$ cat src/rtl/alu_pkg.sv
// Shared opcodes, flag positions and FSM encoding for the ALU issue stage.
package alu_pkg;

    localparam logic [3:0] OP_ADD = 4'b0000;
    localparam logic [3:0] OP_SUB = 4'b0001;
    localparam logic [3:0] OP_MUL = 4'b0010;
    localparam logic [3:0] OP_DIV = 4'b0011;
    localparam logic [3:0] OP_MOD = 4'b0100;
    localparam logic [3:0] OP_AND = 4'b0101;
    localparam logic [3:0] OP_OR  = 4'b0110;
    localparam logic [3:0] OP_XOR = 4'b0111;
    localparam logic [3:0] OP_SHL = 4'b1000;
    localparam logic [3:0] OP_SHR = 4'b1001;
    localparam logic [3:0] OP_NOT = 4'b1010;
    localparam logic [3:0] OP_LDI = 4'b1111;

    localparam int FLAG_C = 3;
    localparam int FLAG_V = 2;
    localparam int FLAG_Z = 1;
    localparam int FLAG_N = 0;

    localparam logic [1:0] ST_IDLE = 2'd0;
    localparam logic [1:0] ST_READ = 2'd1;
    localparam logic [1:0] ST_EXEC = 2'd2;
    localparam logic [1:0] ST_WB   = 2'd3;

    function automatic logic is_alu_op(input logic [3:0] op);
        return op <= OP_NOT;
    endfunction

endpackage

$ cat src/rtl/alu_regfile.sv
// NREGS x 8 register file: one write port, two operand reads, one debug read.
module alu_regfile #(
    parameter int NREGS = 8,
    parameter int AW    = $clog2(NREGS)
) (
    input  logic          clk,
    input  logic          rst,
    input  logic          we,
    input  logic [AW-1:0] wa,
    input  logic [7:0]    wd,
    input  logic [AW-1:0] ra_addr,
    output logic [7:0]    ra_data,
    input  logic [AW-1:0] rb_addr,
    output logic [7:0]    rb_data,
    input  logic [AW-1:0] dbg_addr,
    output logic [7:0]    dbg_data
);

    logic [7:0] mem [NREGS];

    always_ff @(posedge clk or posedge rst) begin
        if (rst) begin
            for (int i = 0; i < NREGS; i++) begin
                mem[i] <= 8'h00;
            end
        end else if (we) begin
            mem[wa] <= wd;
        end
    end

    assign ra_data  = mem[ra_addr];
    assign rb_data  = mem[rb_addr];
    assign dbg_data = mem[dbg_addr];

endmodule

$ cat src/rtl/alu_issue_ctrl.sv
// Issue/writeback stage: reads operands, drives the external ALU,
// captures its result and flags, writes back to the register file.
module alu_issue_ctrl
    import alu_pkg::*;
#(
    parameter int         NREGS  = 8,
    parameter int         AW     = $clog2(NREGS),
    parameter logic [3:0] LDI_OP = OP_LDI
) (
    input  logic          clk,
    input  logic          rst,
    input  logic          cmd_valid,
    output logic          cmd_ready,
    input  logic [3:0]    cmd_op,
    input  logic [AW-1:0] cmd_rd,
    input  logic [AW-1:0] cmd_ra,
    input  logic [AW-1:0] cmd_rb,
    input  logic [7:0]    cmd_imm,
    output logic [7:0]    alu_a,
    output logic [7:0]    alu_b,
    output logic [3:0]    alu_select,
    input  logic [7:0]    alu_result,
    input  logic          alu_carry,
    input  logic          alu_overflow,
    input  logic          alu_zero,
    input  logic          alu_negative,
    output logic [3:0]    flags,
    output logic          done,
    output logic          err,
    input  logic [AW-1:0] dbg_addr,
    output logic [7:0]    dbg_data
);

    logic [1:0]    state;
    logic [3:0]    op_q;
    logic [AW-1:0] rd_q;
    logic [AW-1:0] ra_q;
    logic [AW-1:0] rb_q;
    logic [7:0]    imm_q;
    logic [7:0]    res_q;
    logic [3:0]    flag_q;
    logic          err_q;

    logic          xfer;
    logic          op_is_ldi;
    logic          rf_we;
    logic [7:0]    rf_wd;
    logic [7:0]    ra_data;
    logic [7:0]    rb_data;
    logic [3:0]    alu_flags;

    assign cmd_ready = (state == ST_IDLE);
    assign xfer      = cmd_valid && cmd_ready;
    assign op_is_ldi = (op_q == LDI_OP);
    assign done      = (state == ST_WB);
    assign err       = err_q;
    assign rf_we     = (state == ST_WB);
    assign rf_wd     = op_is_ldi ? imm_q : res_q;

    always_comb begin
        alu_flags         = 4'b0000;
        alu_flags[FLAG_C] = alu_carry;
        alu_flags[FLAG_V] = alu_overflow;
        alu_flags[FLAG_Z] = alu_zero;
        alu_flags[FLAG_N] = alu_negative;
    end

    alu_regfile #(
        .NREGS(NREGS),
        .AW   (AW)
    ) u_rf (
        .clk     (clk),
        .rst     (rst),
        .we      (rf_we),
        .wa      (rd_q),
        .wd      (rf_wd),
        .ra_addr (ra_q),
        .ra_data (ra_data),
        .rb_addr (rb_q),
        .rb_data (rb_data),
        .dbg_addr(dbg_addr),
        .dbg_data(dbg_data)
    );

    always_ff @(posedge clk or posedge rst) begin
        if (rst) begin
            state      <= ST_IDLE;
            op_q       <= 4'h0;
            rd_q       <= '0;
            ra_q       <= '0;
            rb_q       <= '0;
            imm_q      <= 8'h00;
            res_q      <= 8'h00;
            flag_q     <= 4'h0;
            flags      <= 4'h0;
            err_q      <= 1'b0;
            alu_a      <= 8'h00;
            alu_b      <= 8'h00;
            alu_select <= 4'h0;
        end else begin
            err_q <= 1'b0;
            case (state)
                ST_IDLE: begin
                    if (xfer) begin
                        op_q  <= cmd_op;
                        rd_q  <= cmd_rd;
                        ra_q  <= cmd_ra;
                        rb_q  <= cmd_rb;
                        imm_q <= cmd_imm;
                        if (is_alu_op(cmd_op) || cmd_op == LDI_OP) begin
                            state <= ST_READ;
                        end else begin
                            err_q <= 1'b1;
                        end
                    end
                end
                ST_READ: begin
                    alu_a      <= ra_data;
                    alu_b      <= rb_data;
                    alu_select <= op_q;
                    state      <= op_is_ldi ? ST_WB : ST_EXEC;
                end
                ST_EXEC: begin
                    res_q  <= alu_result;
                    flag_q <= alu_flags;
                    state  <= ST_WB;
                end
                ST_WB: begin
                    // LDI bypasses the ALU, so it must not disturb the sticky flags
                    if (!op_is_ldi) begin
                        flags <= flag_q;
                    end
                    state <= ST_IDLE;
                end
                default: state <= ST_IDLE;
            endcase
        end
    end

endmodule

$ cat config.mk
export PLATFORM = sky130hd
export DESIGN_NAME = alu_issue_ctrl
export DESIGN_NICKNAME = d
export VERILOG_FILES = /design/src/rtl/alu_pkg.sv /design/src/rtl/alu_regfile.sv /design/src/rtl/alu_issue_ctrl.sv
export SDC_FILE = /design/constraint.sdc
export NUM_CORES = 1
export LEC_CHECK = 0
export CORE_MARGIN = 4
export CORE_UTILIZATION = 45
export DETAILED_ROUTE_END_ITERATION = 7
export PLACE_DENSITY = 0.66
export SETUP_SLACK_MARGIN = 0.2
export SLEW_MARGIN = 20
export SYNTH_ARGS = -nofsm -noshare
export SYNTH_HDL_FRONTEND = slang
export SYNTH_SLANG_ARGS = --single-unit
$ cat constraint.sdc
create_clock -name clk -period 5.1 [get_ports clk]
set_clock_uncertainty 0.1 [all_clocks]
set_input_delay 1.02 -clock clk [delete_from_list [all_inputs] [get_ports clk]]
set_output_delay 1.02 -clock clk [all_outputs]
set_load 0.02 [all_outputs]
# Yosys cells after proc, flatten, opt, wreduce, memory -nomap -nowiden
# Index checks and enable logic that the tools add are counted.
[op_classes]
reduce_logical = 7
magnitude_cmp = 6
addsub = 0
n_bitwise = 5
mux = 20
n_eq_ne = 7
shifts = 0
multipliers = 0
n_div = 0
[op_table]
columns = ["cell", "count"]
rows = [
  ["8-bit binary-select mux with 3-bit select", 3],
  ["64-bit bitwise mux", 1],
  ["8-bit 2-to-1 mux", 8],
  ["8-bit demux with 3-bit select", 1],
  ["4-bit greater-or-equal comparator (second input constant)", 4],
  ["3-bit inverter with 4-bit output", 4],
  ["4-bit == test (second input constant)", 2],
  ["2-bit case mux with 4 select lines", 1],
  ["2-bit AND reduction", 3],
  ["2-bit == test (second input constant)", 2],
  ["4-bit <= comparator (second input constant)", 1],
  ["4-bit by 1-bit less-than comparator with 1-bit output (second input constant)", 1],
  ["1-bit 2-to-1 mux", 4],
  ["2-bit 2-to-1 mux", 2],
  ["2-bit by 1-bit != test with 1-bit output (second input constant)", 2],
  ["2-bit by 1-bit == test with 1-bit output (second input constant)", 1],
  ["1-bit logical AND", 2],
  ["2-bit logical NOT", 1],
  ["1-bit logical OR", 1],
  ["1-bit inverter", 1],
]
[totals]
reg_bits = 124
romBits = 0
latchBits = 0
mem_bits_rw = 0
mem_count = 0
inputBits = 39

# Depth between registers and ports, before layout
# Gate-level depths: netlist of the first run.
[logic_depth]
word_depth = 6
mapped_depth = 6

# Hierarchy
# A second synthesis of the first run with hierarchy kept.
[unflattened]
cells_unflattened = 392
hier_area_um2 = 6603.8
[by_module_without_submodules]
columns = ["module", "area_each_um2", "instances", "seq_area_each_um2", "cells_each"]
rows = [
  ["alu_regfile", 4082.7, 1, 1601.5, 231],
  ["alu_issue_ctrl", 2521.2, 1, 1501.4, 161],
]

# Least setup slack after synthesis of the first run
# OpenSTA, ideal clock, no wires.
[synth_path]
path_kind = "input port to output port"
from = "in dbg_addr[0]"
to = "out dbg_data[1]"
path_slack_ns = 1.867
arrival_time_ns = 2.113
cell_stages = 4
path_cell_list = "buf_6 > buf_12 > mux4_1 > mux2_2"
[synth_between]
elab_chain_len = 4
[synth_lines]
columns = ["item", "line_no", "rtl"]
rows = [
  ["start: declaration", "alu_issue_ctrl.sv:30", "input logic [AW-1:0] dbg_addr,"],
  ["3-bit inverter with 4-bit output (implied by the code)", "alu_regfile.sv:33", "assign dbg_data = mem[dbg_addr];"],
  ["8-bit binary-select mux with 3-bit select", "alu_regfile.sv:33", ""],
  ["8-bit 2-to-1 mux (implied by the code) (2 in a row)", "alu_regfile.sv:33", ""],
  ["end: declaration", "alu_issue_ctrl.sv:31", "output logic [7:0] dbg_data"],
]
# No other way between the ends. The select of a mux whose other input is x is not followed.

# Worst setup path in the final report of the first run
[layout_path]
from = "in dbg_addr[0]"
to = "out dbg_data[4]"
# Same word-level chain as after synthesis.

==> impl_metrics.ini, run 1 <==
[sta]
fmax_mhz = 229
finalSetupViolCount = 0
final_hold_viol_count = 0
worst_slew_pin_slew_ps = 1080
fin_setup_tns_ps = 0
final.hold.worst_slack_ps = 402
slew_headroom_pct = 27.8
finalWorstPathRequiredPeriod_ps = 4370
final_min_period_over_clock_period_pct = 85.8
final-max-slew-violation-count = 0
rsz0062_at_grt = false

[critical_path]
crit_start_category = input port
worst_ep_required_time_ps = 3980
cp_top_family = buffers and inverters
critical_path.n_buffers_inverters = 3
critical_path_arrival_ps = 3250
cp_slowest_cell = mux4_1
critical_path_depth = 5
worst-r2r-setup-slack_ps = 2780
r2r_end = u_rf.mem[34]
cp_cell_sequence = clkdlybuf4s50_1 -> buf_4 -> mux4_1 -> mux2_2 -> clkdlybuf4s50_1
crit_path_end = dbg_data[4]
timing.critical_path.to_type = primary output
critical_register_to_register_path_startpoint = op_q[3]
critical_path.startpoint = dbg_addr[0]
critPathMaxFanout = 16
worst_r2r_path_depth = 3
critical-path-top-cell-by-count = clkdlybuf4s50_1
slowest_delay_ps = 610
type_of_the_worst_setup_path = input port to primary output

[outcome]
run_status = finished, final reports clean

[routing]
drtAntennaViolNets = 0
route.detailed.vias_per_inst = 5.67
detail_route.wirelength_mm = 16.0
vias = 4577
detail_route.wl_per_cell_um = 19.8
first_iter_violations = 328
first_pass_iters = 5
drc_errors = 0

[die]
core_region_area_um2 = 13800
initial_core_util_pct = 45.7
rows = 43
floorplan.io_pins = 74
die_area_um2 = 16000
dieHeight_um = 127
die_width_um = 127

[min_path]
holdCritPathClass = flop to flop
hold_depth = 1

[clocking]
holdBufCountCts = 0
insertion_delay_ps = 420
clock_sink_count = 124
clock_tree.buffer_depth = 2
cts_tree = yes
cts.repair_timing.setup_buffer_count = 0
clkTransAtPathRegs_ps = 50
cts_repair_resize_count = 0
cts_inserted_buffers = 17
cts_max_level = 4
ctsRootBufferMaster = clkbuf_16

[final_layout]
fillerInstances = 1192
final-seq-area_um2 = 3100
layout-area-overhead-vs-synth_pct = 22.6
fraction_of_final_layout_cells_with_drive_strength_greater_than_1_pct = 15.0
multiInputGateArea_um2 = 2960
finish.utilization_pct = 56.1
design.final.nets = 658
n_antenna_cell = 0

[logic_synthesis]
dominantRegCellSynth = dfrtp_1
netlist-cell-type-count = 34
ys_warn_count = 0
synth.net_count = 595
synth.yosys.seq_area_share_pct = 49.1
syn-cell-area_um2 = 6320
synth_async_sr_flop_share_pct = 100
synth-seq-cells = 124
postSynthAreaPerCell_um2 = 11.5
synth_edf_count = 0
cells_after_synthesis = 551

[power_and_ir_drop]
p_switching_w = 0.00211
share_clk_of_total_power_pct = 21.6
power.density_nw_per_um2 = 710
p_int_w = 0.00339
irDropWorstVdd_v = 0.000325
sequentialPowerShare_pct = 34.6
leakage_nw = 3.44
comb_power_share_pct = 43.7
switching_portion_of_total_power_pct = 38.4

[global_routing]
number_of_antenna_violations_at_the_first_check_in_global_routing = 0
grt.total_usage_pct = 20.8
grt_start_max_net_pins = 81
number_of_global_route_vias_before_repair = 4720
global_route.overflow_total = 0
grt_pass1_wl_mm = 25.5

[placed_design]
port_buffers = 73
gpl.final_weighted_congestion = 0.838
place.detailed.hpwl_mm = 10.7

[job]
cap_viol_max_count = 0
cells in the final DEF (no fill, tap or decap), drive strengths merged, types with 2 or more instances in the layout:
master / n
a21oi: 33
a22oi: 32
and2: 2
buf: 8
bufinv: 2
clkbuf: 26
clkdlybuf4s50: 73
clkinv: 3
dfrtp: 124
ha: 5
inv: 22
mux2: 49
mux2i: 72
mux4: 16
nand2: 37
nand3: 17
nand4: 2
nand4b: 3
nor2: 34
nor2b: 4
nor3: 2
nor3b: 2
o21ai: 50
layout make-up:
| cell class | instances | share of cell area [%] |
|---|---|---|
| Clock inverter | 6 | 1.06 |
| Sequential cell | 124 | 40.0 |
| Timing Repair Buffer | 81 | 10.2 |
| Clock buffer | 26 | 6.57 |
| Multi-Input combinational cell | 368 | 38.2 |
| Tap cell | 180 | 2.90 |
| Inverter | 22 | 1.10 |
cell usage after synthesis (2+ instances only):
master	n	area [um2]
dfrtp_1	124	3100
mux2i_1	72	721
o21ai_0	50	250
mux2_2	49	552
nand2_1	37	139
nor2_1	34	128
a21oi_1	33	165
a22oi_1	32	240
inv_1	22	82.6
nand3_1	17	85.1
buf_2	15	75.1
mux4_1	15	394
clkbuf_1	10	37.5
buf_1	9	33.8
ha_1	5	62.6
nor2b_1	4	25.0
nand4b_1	3	26.3
and2_1	2	12.5
nand4_1	2	12.5
nor3_2	2	20.0
per-stage QoR:
step / std cells / worst slack (ps) / instance area [um2] / total power (W)
floorplan: 551 / 681 / 6320 / 0.00350
global placement: 775 / 747 / 7160 / 0.00423
detailed placement: 775 / 725 / 7160 / 0.00432
CTS: 807 / 723 / 7760 / 0.00553
global route: 807 / 682 / 7760 / 0.00586
finish: 807 / 726 / 7760 / 0.00550
power by group through the flow:
| stage | Sequential, W | Clock (W) | Combinational (W) |
|---|---|---|---|
| floorplan | 0.00187 | 0 | 0.00163 |
| global placement | 0.00188 | 0 | 0.00235 |
| detailed placement | 0.00192 | 0 | 0.00240 |
| CTS | 0.00190 | 0.00121 | 0.00242 |
| global route | 0.00198 | 0.00126 | 0.00262 |
| finish | 0.00191 | 0.00119 | 0.00241 |
cell families after synthesis:
family                     count (synthesis)  share of synthesized area (%)
muxes                                    137                           26.7
DFF                                      124                           49.1
AOI/OAI and AO/OA                        121                           11.2
and+or+nand+nor                          105                           7.85
buffers and inverters                     59                           4.23
adders and majority gates                  5                          0.989
worst reg2reg max path: cells and delay by family, from the launching register on:
| kind | cells | cell delay (ps) |
|---|---|---|
| AND/OR/NAND/NOR | 1 | 610 |
| AO/OA/AOI/OAI | 1 | 200 |
| multiplexers | 1 | 890 |
| flip-flops | 1 | 360 |
worst min path at each step:
stage,startpoint,to,slack [ps]
2_1_floorplan,op_q[3],op_q[3],360
3_3_place_gp,flag_q[1],flags[1],380
3_5_place_dp,imm_q[4],imm_q[4],390
4_1_cts,imm_q[4],imm_q[4],400
5_1_grt,imm_q[4],imm_q[4],420
6_report,imm_q[4],imm_q[4],400
layer usage:
layer	wire [um]	part of all wire, %	GRT usage [%]
met5	0	0	0
met4	374	2.3	8.33
met3	1050	6.6	4.88
met2	7560	47	32.8
met1	6990	44	27.8
registers in the layout, summed over array words and instances (netlist names):
register    count
u_rf.mem       64
rb_q            3
flags           4
op_q            4
res_q           8
flag_q          4
alu_b           8
alu_a           8
rd_q            3
alu_select      4
err             1
state           2
imm_q           8
ra_q            3
Power figures use the tool's default switching activity.
==> inputs of run 2 (changes only) <==
CORE_UTILIZATION = 56   (was 45)
PLACE_DENSITY = 0.8   (was 0.66)
clock period = 4.45 ns   (was 5.1 ns; I/O delays follow)
==> impl_metrics.ini, run 2 (synthesis gave the netlist of run 1 again) <==
[final_layout]
design_area_um2 = 7750
final_cell_mix = dfrtp_1, clkdlybuf4s50_1, mux2i_1, o21ai_0, mux2_2
design.final.nets = 656
final_common_cell = dfrtp_1
n_antenna_cell = 0
finish.utilization_pct = 70.9
largest_register_ffs = 64
registers.top_by_ff_count = u_rf.mem
multiInputGateArea_um2 = 2970
final-seq-area_um2 = 3100
fraction_of_final_layout_cells_with_drive_strength_greater_than_1_pct = 15.2
fillerInstances = 804
layout-area-overhead-vs-synth_pct = 22.5

[clocking]
cts_max_level = 4
clkTransAtPathRegs_ps = 60
cts_tree = yes
cts_repair_resize_count = 0
ctsRootBufferMaster = clkbuf_16
cts.repair_timing.setup_buffer_count = 0
clock_tree.buffer_depth = 2
insertion_delay_ps = 410
holdBufCountCts = 0
cts_inserted_buffers = 17
clock_sink_count = 124

[power_and_ir_drop]
power.density_nw_per_um2 = 837
comb_power_share_pct = 43.3
share_clk_of_total_power_pct = 22.3
sequentialPowerShare_pct = 34.4
irDropWorstVdd_v = 0.000602
switching_portion_of_total_power_pct = 39.4
p_int_w = 0.00393
p_switching_w = 0.00256
leakage_nw = 3.45
finalPower_w = 0.00649

[die]
initial_core_util_pct = 57.8
die_area_um2 = 13100
dieHeight_um = 114
core_region_area_um2 = 10900
rows = 38
die_width_um = 114
floorplan.io_pins = 74

[critical_path]
cp_slowest_cell = mux4_1
cp_cell_sequence = clkdlybuf4s50_1 -> buf_4 -> mux4_1 -> mux2_2 -> clkdlybuf4s50_1
worst_ep_required_time_ps = 3460
type_of_the_worst_setup_path = input port to primary output
slowest_delay_ps = 580
critPathMaxFanout = 16
worst-r2r-setup-slack_ps = 2110
critical-path-top-cell-by-count = clkdlybuf4s50_1
crit_start_category = input port
critical_register_to_register_path_startpoint = op_q[2]
worst_r2r_path_depth = 3
critical_path_arrival_ps = 3060
timing.critical_path.to_type = primary output
r2r_end = u_rf.mem[1]

[routing]
first_pass_iters = 5
route.detailed.vias_per_inst = 6.35
detail_route.wirelength_mm = 16.6
vias = 4855
drc_errors = 0
first_iter_violations = 503
detail_route.wl_per_cell_um = 21.7
drtAntennaViolNets = 0

[min_path]
hold_depth = 1
hold_path_end = flag_q[1]
hold_path.startpoint = flag_q[1]
holdCritPathClass = flop to flop

[outcome]
run_status = finished, final reports clean

[sta]
slew_headroom_pct = 32.4
final-max-slew-violation-count = 0
worst_slew_pin_slew_ps = 1010
rsz0062_at_grt = false
finalSetupViolCount = 0
fin_setup_tns_ps = 0
finalWorstPathRequiredPeriod_ps = 4050
final_min_period_over_clock_period_pct = 90.9
fmax_mhz = 247
final_hold_viol_count = 0

[placed_design]
postPlaceCellArea_um2 = 7110
port_buffers = 73
place.detailed.hpwl_mm = 11.1
gpl.final_weighted_congestion = 0.876

[global_routing]
global_route.overflow_total = 0
grt_pass1_wl_mm = 27.0
grt.total_usage_pct = 27.0
grt_start_max_net_pins = 84
number_of_antenna_violations_at_the_first_check_in_global_routing = 0
number_of_global_route_vias_before_repair = 5128

[job]
cap_viol_max_count = 0
[run 2: worst max path at each step]
stage,to,from,slack [ps]
2_1_floorplan,dbg_data[1],dbg_addr[0],1480
4_1_cts,dbg_data[7],dbg_addr[0],410
6_report,dbg_data[3],dbg_addr[0],400
5_1_grt,dbg_data[3],dbg_addr[0],350
3_5_place_dp,dbg_data[3],dbg_addr[0],420
3_3_place_gp,dbg_data[0],dbg_addr[0],440
[run 2: area by class of cell]
| class | instances | share of cell area (%) |
|---|---|---|
| multi-input combinational | 368 | 38.4 |
| clock buffer | 18 | 5.54 |
| timing repair buffer | 79 | 10.2 |
| clock inverter | 14 | 2.52 |
| inverter | 22 | 1.11 |
| sequential | 124 | 40.0 |
| tap | 140 | 2.26 |
[run 2: layer usage]
metal | up-vias | GRT usage, % | wire, um
met2 | 258 | 44.1 | 8140
li1 | 2133 | - | -
met4 | 0 | 12.6 | 475
met5 | - | 0 | 0
met3 | 42 | 7.14 | 1310
met1 | 2422 | 33.8 | 6660
[run 2: stage by stage]
stage	std cells	hold slack (ps)	worst slack (ps)
after floorplan	551	363	1480
after CTS	765	409	413
final	765	404	404
after global routing	765	423	348
after detailed placement	733	395	418
after global placement	733	386	438
[run 2: power by group through the flow]
stage	clock, W	combinational [W]	sequential (W)
3_5_place_dp	0	0.00275	0.00221
6_report	0.00145	0.00281	0.00223
3_3_place_gp	0	0.00263	0.00216
2_1_floorplan	0	0.00187	0.00214
5_1_grt	0.00151	0.00303	0.00231
4_1_cts	0.00146	0.00278	0.00220
[run 2: worst max-delay path: cells and delay by family]
| kind | cells | cell delay, ps |
|---|---|---|
| muxes | 2 | 890 |
| buffers and inverters | 3 | 1270 |
==> inputs of run 3 (changes only) <==
ABC_CLOCK_PERIOD_IN_PS = 4450   (was unset)
GPL_TIMING_DRIVEN = 0   (was unset)
==> impl_metrics.ini, run 3 (synthesis gave the netlist of run 1 again) <==
[sta]
fmax_mhz = 261
rsz0062_at_grt = false
slew_headroom_pct = 34.6
worst_slew_pin_slew_ps = 954
fin_setup_tns_ps = 0
final_min_period_over_clock_period_pct = 86.1
finalWorstPathRequiredPeriod_ps = 3830
final-max-slew-violation-count = 0
final_hold_viol_count = 0
finalSetupViolCount = 0
final.hold.worst_slack_ps = 401

[clocking]
cts.repair_timing.setup_buffer_count = 0
cts_inserted_buffers = 17
cts_repair_resize_count = 0
cts_tree = yes
clock_sink_count = 124
insertion_delay_ps = 420
clock_tree.buffer_depth = 2
ctsRootBufferMaster = clkbuf_16
cts_max_level = 4
holdBufCountCts = 0
clkTransAtPathRegs_ps = 50

[final_layout]
design_area_um2 = 7840
final_common_cell = dfrtp_1
largest_register_ffs = 64
post_layout_nonfiller_instances = 795
layout-area-overhead-vs-synth_pct = 24.0
design.final.nets = 687
registers.top_by_ff_count = u_rf.mem
fraction_of_final_layout_cells_with_drive_strength_greater_than_1_pct = 16.5
final_cell_mix = dfrtp_1, mux2i_1, clkdlybuf4s50_1, o21ai_0, mux2_2
n_antenna_cell = 0

[min_path]
holdCritPathClass = flop to flop
hold_depth = 1

[die]
core_region_area_um2 = 10900
rows = 38
die_width_um = 114
floorplan.io_pins = 74
initial_core_util_pct = 57.8
dieHeight_um = 114
die_area_um2 = 13100

[critical_path]
slowest_delay_ps = 540
worst_r2r_path_depth = 6
crit_start_category = input port
worst_ep_required_time_ps = 3460
critPathMaxFanout = 10
critical_path_arrival_ps = 2840
type_of_the_worst_setup_path = input port to primary output
cp_slowest_cell = clkdlybuf4s50_1
cp_cell_sequence = clkbuf_1 -> buf_2 -> mux4_1 -> mux2_2 -> clkdlybuf4s50_1
timing.critical_path.to_type = primary output

[global_routing]
number_of_global_route_vias_before_repair = 5051
global_route.overflow_total = 0
number_of_antenna_violations_at_the_first_check_in_global_routing = 0
grt.total_usage_pct = 27.9
grt_pass1_wl_mm = 27.1
grt_start_max_net_pins = 37

[power_and_ir_drop]
leakage_nw = 3.52
irDropWorstVdd_v = 0.000451
power.density_nw_per_um2 = 826

[routing]
detail_route.wirelength_mm = 17.3
vias = 4985
drc_errors = 0
route.detailed.vias_per_inst = 6.27
first_iter_violations = 509
detail_route.wl_per_cell_um = 21.7
first_pass_iters = 6
drtAntennaViolNets = 0

[placed_design]
port_buffers = 70
postPlaceCellArea_um2 = 7260
gpl.final_weighted_congestion = 0.913
cell_total_after_placement = 764
place.detailed.hpwl_mm = 12.3

[outcome]
run_status = finished, final reports clean

[job]
cap_viol_max_count = 0
-- run 3: changes by cell type in the layout (fill, tap and decap cells not counted), moves of 2 or more --
| cell | previous run | this run |
|---|---|---|
| buf_2 | 0 | 15 |
| buf_4 | 5 | 1 |
| clkbuf_1 | 1 | 12 |
| clkdlybuf4s50_1 | 73 | 70 |
| clkinv_4 | 5 | 0 |
| nor3_2 | 0 | 2 |
| bufinv_16 | 4 | 2 |
| clkbuf_8 | 0 | 4 |
| buf_12 | 1 | 4 |
| clkinv_2 | 3 | 6 |
| buf_1 | 0 | 9 |
| nor3_4 | 2 | 0 |
-- run 3: area by class of cell --
| cell class | count | area (um2) |
|---|---|---|
| clock buffer | 23 | 488 |
| buffer | 37 | 185 |
| tap | 140 | 175 |
| clock inverter | 8 | 90.1 |
| sequential | 124 | 3100 |
| timing repair buffer | 73 | 761 |
| fill | 795 | 3090 |
| multi-input combinational | 368 | 2950 |
| inverter | 22 | 86.3 |
-- run 3: worst paths after layout --
kind                             start            to  slack [ps]
setup reg to reg              state[1]  u_rf.mem[49]        2160
setup / recovery           dbg_addr[1]   dbg_data[1]         620
max in group asynchronous          rst       op_q[0]        2900
hold / removal               flag_q[1]     flag_q[1]         400
min in group asynchronous          rst      imm_q[5]         780
hold reg to reg              flag_q[1]     flag_q[1]         400
-- run 3: where the power goes --
| group | total [W] | switching [W] | leakage [nW] | internal [W] |
|---|---|---|---|---|
| registers | 0.00215 | 0.000460 | 1.49 | 0.00169 |
| clock network | 0.00135 | 0.000476 | 0.292 | 0.000873 |
| logic | 0.00298 | 0.00164 | 1.74 | 0.00134 |
| total | 0.00647 | 0.00257 | 3.52 | 0.00390 |
-- run 3: worst max-delay path, delay by kind of cell --
family                 cells  cell delay (ps)
muxes                      2              700
buffers and inverters      3             1250
-- run 3: per-layer routing --
metal	track usage (%)	vias up	wire length, um
met5	0	-	0
met4	15.0	0	827
met3	7.03	65	1410
met2	45.9	280	8330
met1	33.9	2451	6710
li1	-	2189	-
-- run 3: metrics by stage --
step	power (W)	setup slack [ps]	utilization, %
3_5_place_dp	0.00508	640	66.4
2_1_floorplan	0.00401	1480	-
5_1_grt	0.00683	584	71.7
6_report	0.00647	617	71.7
4_1_cts	0.00645	650	71.7
3_3_place_gp	0.00492	658	65.9
